<file path="src/rtl/gpr_scoreboard.sv">
// Register-hazard scoreboard for decode: per-GPR pending-write counters,
// RAW stall generation for NSRC operands and NWB write-back retire ports.
module gpr_scoreboard #(
  parameter int NREG         = 32,
  parameter int CNT_W        = 2,
  parameter int NSRC         = 2,
  parameter int NWB          = 1,
  parameter int MAX_INFLIGHT = 4,
  parameter int BYPASS_WB    = 1,
  localparam int AW          = $clog2(NREG)
) (
  input  logic                clock,
  input  logic                reset,
  input  logic                flush,
  input  logic [NSRC-1:0]     src_need,
  input  logic [NSRC*AW-1:0]  src_idx,
  output logic [NSRC-1:0]     src_busy,
  output logic                raw_stall,
  input  logic                issue_valid,
  input  logic [AW-1:0]       issue_rd,
  output logic                issue_ready,
  input  logic [NWB-1:0]      wb_valid,
  input  logic [NWB*AW-1:0]   wb_rd,
  output logic [7:0]          inflight,
  output logic                empty,
  output logic                underflow_err
);

  localparam logic [CNT_W-1:0] CNT_MAX = '1;
  localparam logic [CNT_W-1:0] CNT_ONE = CNT_W'(1);
  localparam logic [7:0]       MAX_T   = 8'(MAX_INFLIGHT);

  logic [CNT_W-1:0] cnt_q [NREG];
  logic [CNT_W-1:0] cnt_d [NREG];
  logic [7:0]       total_q, total_d;
  logic             err_q;
  logic             uf_set;
  logic             issue_acc;
  logic [AW-1:0]    wb_rd_a  [NWB];
  logic [AW-1:0]    src_idx_a [NSRC];

  always_comb begin
    for (int j = 0; j < NWB; j++) wb_rd_a[j] = wb_rd[j*AW +: AW];
    for (int k = 0; k < NSRC; k++) src_idx_a[k] = src_idx[k*AW +: AW];
  end

  // Same-cycle retires deliberately do not free capacity here, keeping wb off the ready path.
  assign issue_ready = (issue_rd == '0) |
                       ((cnt_q[issue_rd] != CNT_MAX) & (total_q < MAX_T));
  assign issue_acc   = issue_valid & issue_ready & (issue_rd != '0);

  always_comb begin
    cnt_d   = cnt_q;
    total_d = total_q;
    uf_set  = 1'b0;
    if (flush) begin
      for (int r = 0; r < NREG; r++) cnt_d[r] = '0;
      total_d = '0;
    end else begin
      if (issue_acc) begin
        cnt_d[issue_rd] = cnt_d[issue_rd] + CNT_ONE;
        total_d         = total_d + 8'd1;
      end
      // Issue is applied first so an issue/retire pair on an idle register cancels.
      for (int j = 0; j < NWB; j++) begin
        if (wb_valid[j] && (wb_rd_a[j] != '0)) begin
          if (cnt_d[wb_rd_a[j]] == '0) begin
            uf_set = 1'b1;
          end else begin
            cnt_d[wb_rd_a[j]] = cnt_d[wb_rd_a[j]] - CNT_ONE;
            total_d           = total_d - 8'd1;
          end
        end
      end
    end
    cnt_d[0] = '0;
  end

  always_ff @(posedge clock) begin
    if (reset) begin
      for (int r = 0; r < NREG; r++) cnt_q[r] <= '0;
      total_q <= '0;
      err_q   <= 1'b0;
    end else begin
      cnt_q   <= cnt_d;
      total_q <= total_d;
      err_q   <= err_q | uf_set;
    end
  end

  always_comb begin
    int nret;
    for (int k = 0; k < NSRC; k++) begin
      nret = 0;
      for (int j = 0; j < NWB; j++) begin
        if (wb_valid[j] && (wb_rd_a[j] != '0) && (wb_rd_a[j] == src_idx_a[k])) nret = nret + 1;
      end
      if (BYPASS_WB != 0)
        src_busy[k] = src_need[k] && (src_idx_a[k] != '0) && (int'(cnt_q[src_idx_a[k]]) > nret);
      else
        src_busy[k] = src_need[k] && (src_idx_a[k] != '0) && (cnt_q[src_idx_a[k]] != '0);
    end
  end

  assign raw_stall     = |src_busy;
  assign inflight      = total_q;
  assign empty         = (total_q == '0);
  assign underflow_err = err_q;

endmodule

</file>
<file path="config.mk">
export PLATFORM = sky130hd
export DESIGN_NAME = gpr_scoreboard
export DESIGN_NICKNAME = d
export VERILOG_FILES = /design/src/rtl/gpr_scoreboard.sv
export SDC_FILE = /design/constraint.sdc
export NUM_CORES = 1
export LEC_CHECK = 0
export ABC_AREA = 0
export BUFFER_PORTS_ARGS = -buffer_cell sky130_fd_sc_hd__buf_2
export CAP_MARGIN = 20
export CORE_MARGIN = 5
export CORE_UTILIZATION = 45
export CTS_CLUSTER_DIAMETER = 150
export DETAILED_ROUTE_END_ITERATION = 7
export GPL_TIMING_DRIVEN = 0
export MAX_ROUTING_LAYER = met4
export PLACE_DENSITY_LB_ADDON = 0.12
export SETUP_SLACK_MARGIN = 0.05
export SLEW_MARGIN = 10
export SYNTH_ARGS = -nofsm -noshare
export SYNTH_HDL_FRONTEND = slang
export SYNTH_SLANG_ARGS = --single-unit
</file>
<file path="constraint.sdc">
create_clock -name clock -period 9.85 [get_ports clock]
set_clock_uncertainty 0.05 [all_clocks]
set_input_delay 1.97 -clock clock [delete_from_list [all_inputs] [get_ports clock]]
set_output_delay 1.97 -clock clock [all_outputs]
set_load 0.005 [all_outputs]
</file>
==> results.env, run 1 <==
FIN_NETS=842
NUMBER_OF_CELLS_PRODUCED_BY_SYNTHESIS=763
SLEW_VIOLATIONS=0
PLACE.DETAILED.HPWL_MM=23.0
CRITICALPATHCATEGORY='in2reg'
MIN_PATH_TYPE='reg2reg'
FIN_CRIT_SH_PCT=99.6
POSTSYNTH.TOPFLOPCELL='sky130_fd_sc_hd__dfxtp_1'
ROUTE.ANTENNA.REMAINING_NETS=0
TRITONCTS_CLOCK_TREE='yes'
SYNTH_NETS=797
CRIT_ARRIVAL_NS=10.04
PLACE.PORT_BUFFERS=32
MAX-CLOCK-PATH-BUFFERS=2
VDD.IR_DROP.WORST_mV=0.0674
CTS.REPAIR_TIMING.SETUP_BUFFER_COUNT=0
START_UTIL_PCT=46.0
YS_ASYNC_SR_FRACTION_PCT=0
WORST_SETUP_PATH_ENDPOINT='cnt_q[6]$_SDFF_PP0_'
GRT_USAGE_PCT=36.6
CTS_HTREE_LEVELS=3
SYNTH.AVG_CELL_AREA_UM2=8.36
YOSYSWARNINGS=0
CLK-INSERTION-DELAY-LATE_NS=0.35
GRT_START_MAX_NET_PINS=13
POSTCTSHOLDBUFS=0
POWER_DENSITY_mW_PER_MM2=118
WORST_SETUP_PATH_STARTPOINT='issue_rd[1]'
TIMING.FMAX_MHz=102
SETUP_REPAIR_AFTER_GLOBAL_ROUTING_MISSED_ITS_MARGIN='no'
DETAILED_PLACE.AREA_MM2=0.00677
SEQCELLAREA_MM2=0.00142
DRCVIOLATIONCOUNT=0
MET2_WIRE_LENGTH_MM=13.2
R2R_SETUP_SLK_NS=1.78
ROUTE.DETAILED.WL_PER_INST_UM=30.0
LAYOUT.FILLER_CELLS=1405
GRT_FIRST_PASS_WIRELENGTH_MM=43.3
GRT-OVFL-TOTAL=0
FLOORPLAN.DIE.WIDTH_UM=129
AREA_GROWTH_PCT=11.3
REG2REG_DEPTH=23
ROUTABILITY_CONGESTION=1.05
WL_MM=29.8
STATUS='finished clean'
POSTSYNTHREGISTERBITS=71
MAPPEDNETLISTAREA_MM2=0.00638
FINAL-HOLD-VIOLATION-COUNT=0
STDCELL_COUNT=993
FLOORPLAN_ROW_COUNT=43
DRT_PRE_ANTENNA_ITERS=6
DETAIL_ROUTE.VIAS_PER_CELL=7.16
PLACEDCELLCOUNT=976
CLOCK-ROOT-BUFFER='sky130_fd_sc_hd__clkbuf_16'
CRIT-REG2REG-LAUNCH='cnt_q[14]$_SDFF_PP0_'
CRIT_PATH_END_KIND='flop'
VIOLATION_COUNT_AFTER_THE_FIRST_DETAILED_ROUTE_ITERATION=947
MULTIINPUTGATEAREA_MM2=0.00469
PATH_MAX_FANOUT=10
REG2REG_TO='cnt_q[6]$_SDFF_PP0_'
DIE_AREA_MM2=0.0167
HIGHEST-SIGNAL-LAYER='met4'
DESIGN.PORTCOUNT=41
POST_ROUTE_CELLS_DRIVE_ABOVE_1_SHARE_PCT=17.7
MAX-SLEW-MARGIN-REL_PCT=20.4
LAYOUT_COMMONEST_CELL='sky130_fd_sc_hd__nor2_1'
EDFF_COUNT_SYNTH=0
WL_MET3_MM=3.61
NUMBER_OF_GLOBAL_ROUTE_VIAS_BEFORE_REPAIR=6591
CRITPATHLAUNCHTYPE='input port'
NUMBER_OF_BUFFERS_ADDED_BY_THE_CLOCK_TREE_SYNTHESIS_STEP=9
POST_CTS_CLOCK_SLEW_AT_THE_LAUNCH_AND_CAPTURE_REGISTERS_OF_THE_WORST_SETUP_AND_HOLD_PATHS_NS=0.06
SYNTH_SEQ_AREA_SHARE_PCT=22.3
ANTENNA_FOUND_INITIAL=0
MOST-COMMON-LAYOUT-CELLS='sky130_fd_sc_hd__nor2_1, sky130_fd_sc_hd__nand2_1, sky130_fd_sc_hd__dfxtp_1'
FINAL_PERIOD_MINUS_WORST_SETUP_SLACK_NS=9.81
PLACEABLE_AREA_MM2=0.0139
P_LEAK_nW=2.61
WIRELENGTH_MET1_MM=11.9
INSERTEDDIODECOUNT=0
SETUP_VIOL=0
TIMING.MAX_CAP.VIOLATIONS=0
CHIPHEIGHT_UM=129
FINALINSTANCEAREA_MM2=0.00710
VIA_COUNT=7112
CRIT_REQUIRED_NS=10.08
WORST_PIN_SLEW_NS=1.19
SYNTHDISTINCTLIBCELLS=68
CTS_NUM_SINKS=71
## stage by stage
step | setup TNS, ns | util, % | power (mW) | hold WS, ns | worst slack, ns
final | 0 | 51.2 | 0.841 | 0.434 | 0.0431
after global routing | 0 | 51.2 | 0.862 | 0.473 | 0.0588
after CTS | 0 | 50.9 | 0.830 | 0.431 | 0.0885
after detailed placement | -13.11 | 48.8 | 0.500 | 0.418 | -0.430
after global placement | -15.99 | 48.7 | 0.497 | 0.399 | -0.506
after floorplan | 0 | - | 0.423 | 0.415 | 2.37
## sequential cells by signal, indices dropped and copies added, names as in the netlist
name,cells
cnt_q,62
inflight,8
underflow_err,1
## critical path, cell delays in order
cell,delay [ns]
sky130_fd_sc_hd__clkbuf_1,0.38
sky130_fd_sc_hd__buf_2,0.34
sky130_fd_sc_hd__mux4_2,0.39
sky130_fd_sc_hd__a22oi_1,0.21
sky130_fd_sc_hd__nand3_1,0.37
sky130_fd_sc_hd__nor3_4,0.57
sky130_fd_sc_hd__inv_2,0.22
sky130_fd_sc_hd__buf_2,0.30
sky130_fd_sc_hd__ha_1,0.34
sky130_fd_sc_hd__nor3_1,0.98
sky130_fd_sc_hd__nand4_1,0.33
sky130_fd_sc_hd__mux2i_1,0.22
sky130_fd_sc_hd__mux2i_1,0.16
sky130_fd_sc_hd__o32ai_1,0.13
sky130_fd_sc_hd__nor4_2,0.57
sky130_fd_sc_hd__nor4b_1,0.32
sky130_fd_sc_hd__nand4_1,0.16
sky130_fd_sc_hd__ha_1,0.32
sky130_fd_sc_hd__nor2_1,0.51
sky130_fd_sc_hd__nand2_1,0.15
sky130_fd_sc_hd__clkbuf_1,0.38
sky130_fd_sc_hd__nor2_1,0.34
sky130_fd_sc_hd__a21oi_1,0.06
sky130_fd_sc_hd__o21ai_0,0.08
sky130_fd_sc_hd__and3_1,0.21
## layout make-up
type	instances	share of cell area, %
Multi-Input combinational cell	618	66.1
Clock buffer	10	3.22
Tap cell	180	3.17
Clock inverter	6	0.863
Sequential cell	71	20.0
Inverter	13	0.687
Buffer	60	3.47
Timing Repair Buffer	35	2.50
## synth_stat cells, drive strengths merged, types with 3 or more instances
cell type,count,area (um^2)
nand3b,6,45.0
a21o,3,22.5
nand2,73,274
mux2,25,285
o21a,3,22.5
o21ai,60,300
a221oi,6,52.6
a22o,7,61.3
and4,4,35.0
buf,20,91.3
or4,4,35.0
clkbuf,41,158
nor3b,5,37.5
a21oi,29,145
a311oi,3,26.3
nor4b,3,26.3
o311a,10,100
xor2,9,78.8
nor2,89,334
and3,9,56.3
inv,13,48.8
o211ai,4,30.0
o22ai,3,18.8
ha,7,87.6
xnor2,12,105
nor2b,20,125
mux4,42,946
nand4,14,87.6
nor4,9,56.3
nor3,11,66.3
mux2i,45,450
and3b,4,35.0
dfxtp,71,1420
a22oi,8,60.1
a211oi,33,253
or2,3,18.8
nand3,22,110
a32oi,4,35.0
## worst min-delay path by stage
stage	startpoint	end	slack, ns	cells past startpoint
2_1_floorplan	underflow_err$_SDFF_PP0_	underflow_err$_SDFF_PP0_	0.42	2
3_3_place_gp	underflow_err$_SDFF_PP0_	underflow_err$_SDFF_PP0_	0.40	2
3_5_place_dp	underflow_err$_SDFF_PP0_	underflow_err$_SDFF_PP0_	0.42	2
4_1_cts	underflow_err$_SDFF_PP0_	underflow_err$_SDFF_PP0_	0.43	2
5_1_grt	underflow_err$_SDFF_PP0_	underflow_err$_SDFF_PP0_	0.47	2
6_report	underflow_err$_SDFF_PP0_	underflow_err$_SDFF_PP0_	0.43	2
## power by group
part	leakage, nW	total, mW	switching (mW)	internal [mW]
registers	0.573	0.297	0.00580	0.292
logic	1.89	0.208	0.144	0.0635
clock network	0.142	0.336	0.141	0.195
total	2.61	0.841	0.291	0.551
## what timing repair did
| action | in CTS | in global routing |
|---|---|---|
| gates resized for setup | 1 | 6 |
| setup endpoints to repair | 20 | 54 |
| cloned | 0 | 0 |
| pin swaps | 0 | 0 |
## logic make-up (layout without fill, tap and decap cells)
logic type / after synthesis / count (layout) / share of synthesized area (%)
AND/OR/NAND/NOR: 285 / 285 / 22.1
XOR/XNOR: 21 / 21 / 2.88
flip-flops: 71 / 71 / 22.3
multiplexers: 112 / 112 / 26.4
adder cells (fa/ha/maj): 7 / 7 / 1.37
buffers and inverters: 74 / 124 / 4.67
AO/OA/AOI/OAI: 193 / 193 / 20.3
## per-layer routing
layer,track usage [%],up-vias
met3,8.37,106
met2,54.4,537
met1,48.7,3464
met4,13.7,0
met5,-,-
li1,-,3005
No activity file was read; power rests on OpenSTA's default activity.
==> run 2, diff against run 1 <==
--- a/config.mk
+++ b/config.mk
@@ -14,7 +14,7 @@
 export DETAILED_ROUTE_END_ITERATION = 7
 export GPL_TIMING_DRIVEN = 0
 export MAX_ROUTING_LAYER = met4
-export PLACE_DENSITY_LB_ADDON = 0.12
+export PLACE_DENSITY = 0.71
 export SETUP_SLACK_MARGIN = 0.05
 export SLEW_MARGIN = 10
 export SYNTH_ARGS = -nofsm -noshare
==> results.env, run 2 (synthesis gave the netlist of run 1 again) <==
PATH_MAX_FANOUT=10
DRCVIOLATIONCOUNT=0
PLACE.PORT_BUFFERS=32
ROUTE.ANTENNA.REMAINING_NETS=0
TIMING.MAX_CAP.VIOLATIONS=0
CRITICALPATHCATEGORY='in2reg'
MIN_PATH_TYPE='reg2reg'
HOLDCRITSTARTPOINT='underflow_err$_SDFF_PP0_'
CTS_NUM_SINKS=71
FINALINSTANCEAREA_MM2=0.00711
POWER_DENSITY_mW_PER_MM2=119
TOP_REGISTER='cnt_q'
MAX-CLOCK-PATH-BUFFERS=2
PWR-SHARE-COMB_PCT=24.1
CRIT_PATH_END_KIND='flop'
POWER_SWITCHING_SHARE_PCT=34.1
GRT_FIRST_PASS_WIRELENGTH_MM=42.6
DETAIL_ROUTE.VIAS_PER_CELL=7.04
REG2REG_TO='cnt_q[41]$_SDFF_PP0_'
GRT-OVFL-TOTAL=0
CRIT_REQUIRED_NS=10.10
LARGEST_REGISTER_FF_COUNT=62
GRT_START_MAX_NET_PINS=13
SEQCELLAREA_MM2=0.00142
VDD.IR_DROP.WORST_mV=0.0718
DIE_AREA_MM2=0.0167
REG2REG_DEPTH=21
FIN_CRIT_SH_PCT=100
GRT_USAGE_PCT=36.2
CTS_HTREE_LEVELS=3
P_LEAK_nW=2.61
FLOORPLAN.DIE.WIDTH_UM=129
TIMING.FMAX_MHz=101
TRITONCTS_CLOCK_TREE='yes'
LAYOUT_COMMONEST_CELL='sky130_fd_sc_hd__nor2_1'
POST-ROUTE-WORST-SETUP-SLACK_NS=-0.0430
PLACEABLE_AREA_MM2=0.0139
P_TOTAL_mW=0.843
CRITPATHTOPFAMILY='simple AND/OR/NAND/NOR gates'
DETAILED_PLACE.AREA_MM2=0.00678
ROUTABILITY_CONGESTION=1.11
VIA_COUNT=6994
FINAL.SETUP.TNS_NS=-0.136
MULTIINPUTGATEAREA_MM2=0.00468
FINAL-HOLD-VIOLATION-COUNT=0
SEQPWRFRAC_PCT=35.2
SETUP_REPAIR_AFTER_GLOBAL_ROUTING_MISSED_ITS_MARGIN='yes'
FLOORPLAN_ROW_COUNT=43
CP_CELL_SEQUENCE='clkbuf_1 > buf_2 > mux4_2 > a22oi_1 > nand3_1 > nor3_4 > inv_2 > buf_2 > ha_1 > nor3_1 > nand4_1 > mux2i_1 > mux2i_1 > o32ai_1 > nor4_1 > nor4b_1 > nand4_1 > ha_1 > nor2_1 > nand3_2 > clkbuf_1 > o21ai_0 > o311a_1'
SLEW_VIOLATIONS=0
FIN_NETS=842
HOLD_DEPTH=2
POST_CTS_CLOCK_SLEW_AT_THE_LAUNCH_AND_CAPTURE_REGISTERS_OF_THE_WORST_SETUP_AND_HOLD_PATHS_NS=0.06
ROUTE.DETAILED.WL_PER_INST_UM=29.1
MAX-SLEW-MARGIN-REL_PCT=25.7
ANTENNA_FOUND_INITIAL=1
CRITPATHLAUNCHTYPE='input port'
CRIT_BUF_INV=5
NUMBER_OF_BUFFERS_ADDED_BY_THE_CLOCK_TREE_SYNTHESIS_STEP=9
FINAL_PERIOD_MINUS_WORST_SETUP_SLACK_NS=9.89
HOLDWS_NS=0.431
WORST_PATH_LARGEST_CELL_DELAY_NS=0.79
LAYOUT.FILLER_CELLS=1385
POST_ROUTE_CELLS_DRIVE_ABOVE_1_SHARE_PCT=17.7
POWER.INTERNAL_mW=0.556
CRIT_ARRIVAL_NS=10.14
CHIPHEIGHT_UM=129
MOST-COMMON-LAYOUT-CELLS='sky130_fd_sc_hd__nor2_1, sky130_fd_sc_hd__nand2_1, sky130_fd_sc_hd__dfxtp_1'
P_SW_mW=0.287
CLK-INSERTION-DELAY-LATE_NS=0.36
NUMBER_OF_GLOBAL_ROUTE_VIAS_BEFORE_REPAIR=6486
CRIT-REG2REG-LAUNCH='cnt_q[50]$_SDFF_PP0_'
STATUS='complete, but fails checks'
R2R_SETUP_SLK_NS=2.01
CLOCK-ROOT-BUFFER='sky130_fd_sc_hd__clkbuf_16'
CRITICAL_PATH.SLOWEST_CELL='sky130_fd_sc_hd__nor3_1'
START_UTIL_PCT=46.0
HOLDPATHEND='underflow_err$_SDFF_PP0_'
CLOCK_POWER_SHARE_PCT=40.7
SETUP_VIOL=4
AREA_GROWTH_PCT=11.4
PLACE.DETAILED.HPWL_MM=21.9
VIOLATION_COUNT_AFTER_THE_FIRST_DETAILED_ROUTE_ITERATION=998
VIOLATED_CHECKS='negative setup slack'
DRT_PRE_ANTENNA_ITERS=5
WL_MM=29.0
DESIGN.PORTCOUNT=41
WORST_PIN_SLEW_NS=1.11
[run 2: area by class of cell]
type,count,share of cell area (%)
inverter,13,0.687
sequential,71,20.0
multi-input combinational,618,65.9
tap,180,3.17
timing repair buffer,34,2.43
clock buffer,10,3.36
buffer,61,3.54
antenna,1,0.0352
clock inverter,6,0.845
[run 2: tightest hold or removal path, cell delays in order (launching register included)]
cell	delay, ns
sky130_fd_sc_hd__dfxtp_1	0.32
sky130_fd_sc_hd__nor2_1	0.04
sky130_fd_sc_hd__nor2_1	0.08
[run 2: power groups by stage]
stage	Clock [mW]	Combinational, mW	Sequential [mW]
6_report	0.343	0.203	0.297
2_1_floorplan	0	0.121	0.302
4_1_cts	0.341	0.194	0.297
3_3_place_gp	0	0.194	0.303
5_1_grt	0.355	0.214	0.298
3_5_place_dp	0	0.193	0.303
[run 2: how the worst max path moves through the flow]
stage / start / end / slack, ns / cells past startpoint
2_1_floorplan: issue_rd[1] / inflight[6]$_SDFF_PP0_ / 2.37 / 24
3_3_place_gp: issue_rd[1] / cnt_q[32]$_SDFF_PP0_ / -0.10 / 25
3_5_place_dp: issue_rd[1] / cnt_q[32]$_SDFF_PP0_ / -0.03 / 25
4_1_cts: issue_rd[1] / cnt_q[32]$_SDFF_PP0_ / 0.32 / 25
5_1_grt: issue_rd[1] / cnt_q[57]$_SDFF_PP0_ / 0.02 / 23
6_report: issue_rd[1] / cnt_q[41]$_SDFF_PP0_ / -0.04 / 23
[run 2: repair_timing]
| item | CTS | global route |
|---|---|---|
| setup endpoints to repair | 0 | 46 |
| hold buffers | 0 | 0 |
| hold endpoints to repair | 0 | 0 |
| buffers inserted | 0 | 0 |
| gates resized for setup | 0 | 8 |
[run 2: layer usage]
layer	GRT usage [%]	part of all wire, %	up-vias
met2	50.9	41	551
met3	11.0	13	117
met4	16.2	5.2	0
met1	47.8	41	3324
met5	-	0	-
li1	-	-	3002
[run 2: metrics by stage]
stage	util, %	setup slack, ns	cells
floorplan	-	2.37	763
global placement	48.7	-0.102	975
detailed placement	48.8	-0.0298	977
CTS	51.0	0.322	993
global route	51.2	0.0212	994
finish	51.2	-0.0430	994
